$ cat config.mk
export PLATFORM = sky130hd
export DESIGN_NAME = systolic_tile_sequencer
export DESIGN_NICKNAME = d
export VERILOG_FILES = /design/src/rtl/systolic_tile_sequencer.sv
export SDC_FILE = /design/constraint.sdc
export NUM_CORES = 1
export LEC_CHECK = 0
export CORE_ASPECT_RATIO = 0.6
export CORE_UTILIZATION = 49
export DETAILED_ROUTE_END_ITERATION = 16
export GPL_TIMING_DRIVEN = 0
export HOLD_SLACK_MARGIN = 0.05
export PLACE_DENSITY_LB_ADDON = 0.12
export SLEW_MARGIN = 10
export SYNTH_ARGS = -nofsm -noshare
export SYNTH_HDL_FRONTEND = slang
export SYNTH_SLANG_ARGS = --single-unit
$ cat constraint.sdc
create_clock -name clk -period 2.8 [get_ports clk]
set_input_delay 0.56 -clock clk [delete_from_list [all_inputs] [get_ports clk]]
set_output_delay 0.56 -clock clk [all_outputs]
set_load 0.02 [all_outputs]
$ cat src/rtl/systolic_tile_sequencer.sv
// Systolic tile sequencer: CLEAR, then LOAD/FILL/CAPTURE/DRAIN per K-tile, then QUANT/OUTPUT; SEQ_QUANT_TIMEOUT_EN bounds QUANT.
// Latency: 1 + tiles*(ack_wait+1 + max(fill,1) + 1 + drain) + quant_wait+1 + out_wait+1 cycles; done one cycle after out_ready.
// Backpressure: stalls in LOAD on tile_ack, in QUANT on quant_valid, in OUTPUT on out_ready; start ignored while busy.
module systolic_tile_sequencer #(
  parameter int ACC_WIDTH = 32,
  parameter int CNT_WIDTH = 8
) (
  input  logic                 clk,
  input  logic                 reset_n,
  input  logic                 start,
  input  logic [CNT_WIDTH-1:0] num_tiles,
  input  logic [CNT_WIDTH-1:0] fill_cycles,
  input  logic [CNT_WIDTH-1:0] drain_cycles,
  input  logic [ACC_WIDTH-1:0] cfg_scale,
  input  logic [7:0]           cfg_shift,
  output logic                 tile_req,
  input  logic                 tile_ack,
  output logic                 enable,
  output logic                 accum_clear,
  output logic                 accum_enable,
  output logic                 quant_enable,
  output logic [ACC_WIDTH-1:0] scale_factor,
  output logic [7:0]           shift_amount,
  input  logic                 quant_valid,
  output logic                 out_valid,
  input  logic                 out_ready,
  output logic                 busy,
  output logic                 done,
  output logic                 timeout_err
);

  typedef enum logic [2:0] {
    S_IDLE, S_CLEAR, S_LOAD, S_FILL, S_CAPTURE, S_DRAIN, S_QUANT, S_OUTPUT
  } state_t;

  state_t state, state_nxt;

  logic [CNT_WIDTH-1:0] tiles_q, fill_q, drain_q;
  logic [CNT_WIDTH-1:0] cyc_cnt, tile_cnt;
  logic [CNT_WIDTH-1:0] tiles_eff, fill_last, drain_last;
  logic [CNT_WIDTH:0]   tile_cnt_inc;
  logic                 job_start, q_expired, q_timeout, job_end;

  assign job_start    = (state == S_IDLE) && start;
  assign tiles_eff    = (tiles_q == '0) ? CNT_WIDTH'(1) : tiles_q;
  assign fill_last    = (fill_q == '0) ? '0 : fill_q - CNT_WIDTH'(1);
  assign drain_last   = drain_q - CNT_WIDTH'(1);
  // One bit wider so the post-capture count cannot wrap when num_tiles is all ones.
  assign tile_cnt_inc = {1'b0, tile_cnt} + (CNT_WIDTH+1)'(1);
  assign q_timeout    = (state == S_QUANT) && !quant_valid && q_expired;
  assign job_end      = ((state == S_OUTPUT) && out_ready) || q_timeout;

  always_ff @(posedge clk or negedge reset_n) begin
    if (!reset_n) state <= S_IDLE;
    else          state <= state_nxt;
  end

  always_comb begin
    state_nxt = state;
    unique case (state)
      S_IDLE:    if (start) state_nxt = S_CLEAR;
      S_CLEAR:   state_nxt = S_LOAD;
      S_LOAD:    if (tile_ack) state_nxt = S_FILL;
      S_FILL:    if (cyc_cnt == fill_last) state_nxt = S_CAPTURE;
      S_CAPTURE: begin
        if (drain_q != '0)                      state_nxt = S_DRAIN;
        else if (tile_cnt_inc < {1'b0, tiles_eff}) state_nxt = S_LOAD;
        else                                    state_nxt = S_QUANT;
      end
      S_DRAIN:   if (cyc_cnt == drain_last)
                   state_nxt = (tile_cnt < tiles_eff) ? S_LOAD : S_QUANT;
      S_QUANT: begin
        if (quant_valid)    state_nxt = S_OUTPUT;
        else if (q_expired) state_nxt = S_IDLE;
      end
      S_OUTPUT:  if (out_ready) state_nxt = S_IDLE;
      default:   state_nxt = S_IDLE;
    endcase
  end

  always_comb begin
    tile_req     = 1'b0;
    enable       = 1'b0;
    accum_clear  = 1'b0;
    accum_enable = 1'b0;
    quant_enable = 1'b0;
    out_valid    = 1'b0;
    unique case (state)
      S_CLEAR:   accum_clear = 1'b1;
      S_LOAD:    tile_req = 1'b1;
      S_FILL:    enable = 1'b1;
      S_CAPTURE: begin
        enable       = 1'b1;
        accum_enable = 1'b1;
      end
      S_QUANT:   quant_enable = 1'b1;
      S_OUTPUT: begin
        quant_enable = 1'b1;
        out_valid    = 1'b1;
      end
      default: ;
    endcase
  end

  assign busy = (state != S_IDLE);

  // Job parameters are frozen at start so mid-job input changes cannot disturb the sequence.
  always_ff @(posedge clk or negedge reset_n) begin
    if (!reset_n) begin
      tiles_q      <= '0;
      fill_q       <= '0;
      drain_q      <= '0;
      scale_factor <= ACC_WIDTH'(1);
      shift_amount <= '0;
    end else if (job_start) begin
      tiles_q      <= num_tiles;
      fill_q       <= fill_cycles;
      drain_q      <= drain_cycles;
      scale_factor <= cfg_scale;
      shift_amount <= cfg_shift;
    end
  end

  always_ff @(posedge clk or negedge reset_n) begin
    if (!reset_n) begin
      cyc_cnt  <= '0;
      tile_cnt <= '0;
      done     <= 1'b0;
    end else begin
      done <= job_end;
      if (state_nxt != state)                       cyc_cnt <= '0;
      else if (state == S_FILL || state == S_DRAIN) cyc_cnt <= cyc_cnt + CNT_WIDTH'(1);
      if (job_start)               tile_cnt <= '0;
      else if (state == S_CAPTURE) tile_cnt <= tile_cnt + CNT_WIDTH'(1);
    end
  end

`ifdef SEQ_QUANT_TIMEOUT_EN
  logic [8:0] q_cnt;
  logic       terr_q;

  always_ff @(posedge clk or negedge reset_n) begin
    if (!reset_n) begin
      q_cnt  <= '0;
      terr_q <= 1'b0;
    end else begin
      q_cnt <= (state == S_QUANT) ? q_cnt + 9'd1 : 9'd0;
      if (job_start)      terr_q <= 1'b0;
      else if (q_timeout) terr_q <= 1'b1;
    end
  end

  // Index 255 is the 256th QUANT cycle.
  assign q_expired   = (q_cnt == 9'd255);
  assign timeout_err = terr_q;
`else
  assign q_expired   = 1'b0;
  assign timeout_err = 1'b0;
`endif

endmodule
==> impl_results.md <==
* Syn_nets at 619
* Met1 Wirelength at 5753 um
* Port bufs at 117
* Synth Register Bits at 84
* Core area at 8686 sq um
* Commonest cells after routing, fill and taps aside: nand2_1 (198), clkdlybuf4s50_1 (116), dfrtp_1 (82)
* Pwr dens at 1085 nW/um^2
* Syn. warnings at 0
* Vias in the first global route at 4209
* Post-route cell area at 6192 sq um
* Cell Area, Placed at 5829 sq um
* P&R area growth vs syn at 37.82%
* Arrival time at the worst endpoint at 2.17 ns
* Hold violation count in the final report at 0
* Finished Layout Cells at 777
* Met3 routed WL at 1010 um
* Post-DRT Antenna Nets at 0
* Critical Path RT at 2.24 ns
* Congestion Overflow GR at 0
* Cts bufs inserted at 9
* Leakage at 2.927 nW
* Status: complete, but fails checks
* DRC violations left at 6
* TritonCTS clock tree: yes
* GP Congestion at 0.9059
* Drt first pass iters at 11
* F_max at 0.3664 GHz
* PnR worst setup slack at 0.07065 ns
* R2R setup slack at 0.17 ns
* Clock tree sinks at 84
* Fin crit share at 97.48%
* Fraction of layout cells with a size suffix above 1 at 5.113%
* Sequential area share after synthesis at 46.81%
* CTS max path bufs at 2
* Clock root cell: clkbuf_16
* Pre-CTS setup slack at -0.009250 ns
* Slew margin rel. at 56.73%
* Hold_buf cts at 0
* Io pins at 119
* Pin count of the biggest net entering global routing at 64
* Total Power at 6.720 mW
* Clock Latency Late Sink at 0.34 ns
* Initial Util at 51.73%
* Async S/R FF share, synth at 100.0%
* Peak supply drop at 0.5350 mV
* DR WL met2 at 5280 um
* Nets at 749
* FF-to-FF path depth at 8
* Die Ht at 76.18 um
* Crit-path max FO at 10
* Number of synthesized flops with an enable pin at 0
* # placed instances at 760
* Commonest non-fill, non-tap cell in the layout: nand2_1
* Die width at 125.6 um
* Clk_skew at 0.006608 ns
* Setup crit end kind: output pin
* Vias at 4194
* Antenna diodes at 0
* Routed vias/inst at 5.398
* Post-synth top area share at 46.23%
* Top post-synthesis cells by area: dfrtp_1 (46%), nand2_1 (17%), ha_1 (5.3%), xnor2_1 (2.9%), xor2_1 (2.7%)
* Reg clk slew, reported paths at 0.06 ns
* Number of max-cap violations at 0
* Reg-to-reg startpoint: fill_q[0]$_DFFE_PN0P_
* Syn Area/Cell at 8.477 sq um
* Starting DRT DRC Count at 289
* Setup CP Type: reg2out
* Post-Syn Area at 4493 sq um
* Min Tclk post-route at 2.729 ns
* Synth area leader: dfrtp_1
* WL final at 12160 um
* Synth Flop Type: dfrtp_1
* Row cnt at 26
* Final hold slack at 0.1106 ns
* Antenna violations before repair at 0
* DP HPWL at 8960 um
* GRT Util Overall at 27.52%
* First-pass GRT wire length at 20640 um
* Final setup viols at 0
* Wire per inst at 15.65 um
* RSZ-0062 raised after global routing: no
* Yosys cell types at 56
* R2r endpoint: state[2]$_DFF_PN0_
* Post-Syn Instances at 530
* Die area at 9569 sq um
* Worst-margin pin slew at 0.6431 ns
* Fillcell total at 679
* H-tree depth at 3
* Worst Setup Start Kind: flip-flop
* Failing checks: design-rule violations
* Max Slew Vio Count at 0
* Top sig layer: met4
* Hold Path Class: in2async
-- worst max-delay path, cell delays in order, from the launching register on --
cell	delay, ns
dfrtp_1	0.41
nand2b_1	0.17
or2_2	0.32
clkbuf_2	0.23
nand2_1	0.10
clkdlybuf4s50_1	0.60
-- per-stage QoR --
step	util (%)	setup TNS, ns
2_1_floorplan	-	0
3_3_place_gp	66.83	-160.46
3_5_place_dp	67.11	-0.009250
4_1_cts	71.13	0
5_1_grt	71.29	0
6_report	71.29	0
-- registers in the layout (all words and copies together) (netlist names) --
register,flops
fill_q,8
drain_q,8
tile_cnt,8
scale_factor,32
state,3
done,1
tiles_q,8
cyc_cnt,8
shift_amount,8
-- repair_timing --
item | CTS | global route
gates resized for setup | 0 | 6
pin swaps | 1 | 0
setup endpoints to repair | 3 | 5
setup buffers | 1 | 0
-- report_power, final --
part           switching [mW]  leakage (nW)  total, mW  internal (mW)
clock                   0.490         0.167       1.36          0.873
combinational            1.82          1.69       3.23           1.41
sequential              0.429          1.07       2.12           1.70
-- final cells by class --
class                      count  area, sq um  area share (%)
inverter                      21        78.83           1.273
clock buffer                  10        229.0           3.698
multi-input combinational    401         2226           35.95
tap                          112        140.1           2.263
clock inverter                 6        112.6           1.819
sequential                    84         2105           33.99
timing repair buffer         119         1204           19.44
buffer                        24        97.59           1.576
-- synthesized netlist by cell type (4+ instances only) --
cell and n:
o21ai_0 24, a21o_1 5, nor3_1 8, or3_1 4
ha_1 19, nand2_1 198, clkbuf_1 18, xnor2_1 15
nand4_1 7, xor2_1 14, nand2b_1 5, nor2b_1 4
nor2_1 11, inv_1 20, a21oi_1 16, nand3_1 16
dfrtp_1 83
-- metal layers --
layer	vias to the layer above	global-route usage, %
met5	-	0
met4	0	6.220
met3	15	9.340
met2	163	41.22
met1	1998	38.50
li1	2018	-
-- worst max path at each step --
| stage | cells past startpoint | slack, ns | endpoint | startpoint |
|---|---|---|---|---|
| 6_report | 5 | 0.07 | enable | state[1]$_DFF_PN0_ |
| 5_1_grt | 5 | 0.003 | enable | state[1]$_DFF_PN0_ |
| 4_1_cts | 5 | 0.01 | enable | state[1]$_DFF_PN0_ |
| 3_5_place_dp | 8 | -0.009 | state[0]$_DFF_PN0_ | fill_q[0]$_DFFE_PN0P_ |
| 3_3_place_gp | 1 | -1.93 | scale_factor[18]$_DFFE_PN0P_ | reset_n |
| 2_1_floorplan | 8 | 0.38 | state[1]$_DFF_PN0_ | fill_q[0]$_DFFE_PN0P_ |
-- cells by family (layout without fill, tap and decap cells) --
group                    Yosys count  count (layout)  synth area share, %
AND/OR/NAND/NOR                  274             274                26.62
XOR/XNOR                          29              29                5.653
flip-flops                        84              84                46.81
buffers and inverters             45             180                3.898
multiplexers                       3               3               0.6684
adder cells (fa/ha/maj)           19              19                5.291
AO/OA/AOI/OAI                     75              75                10.97
other                              1               1              0.08346
Note: power is estimated with default switching activity, not from simulation.
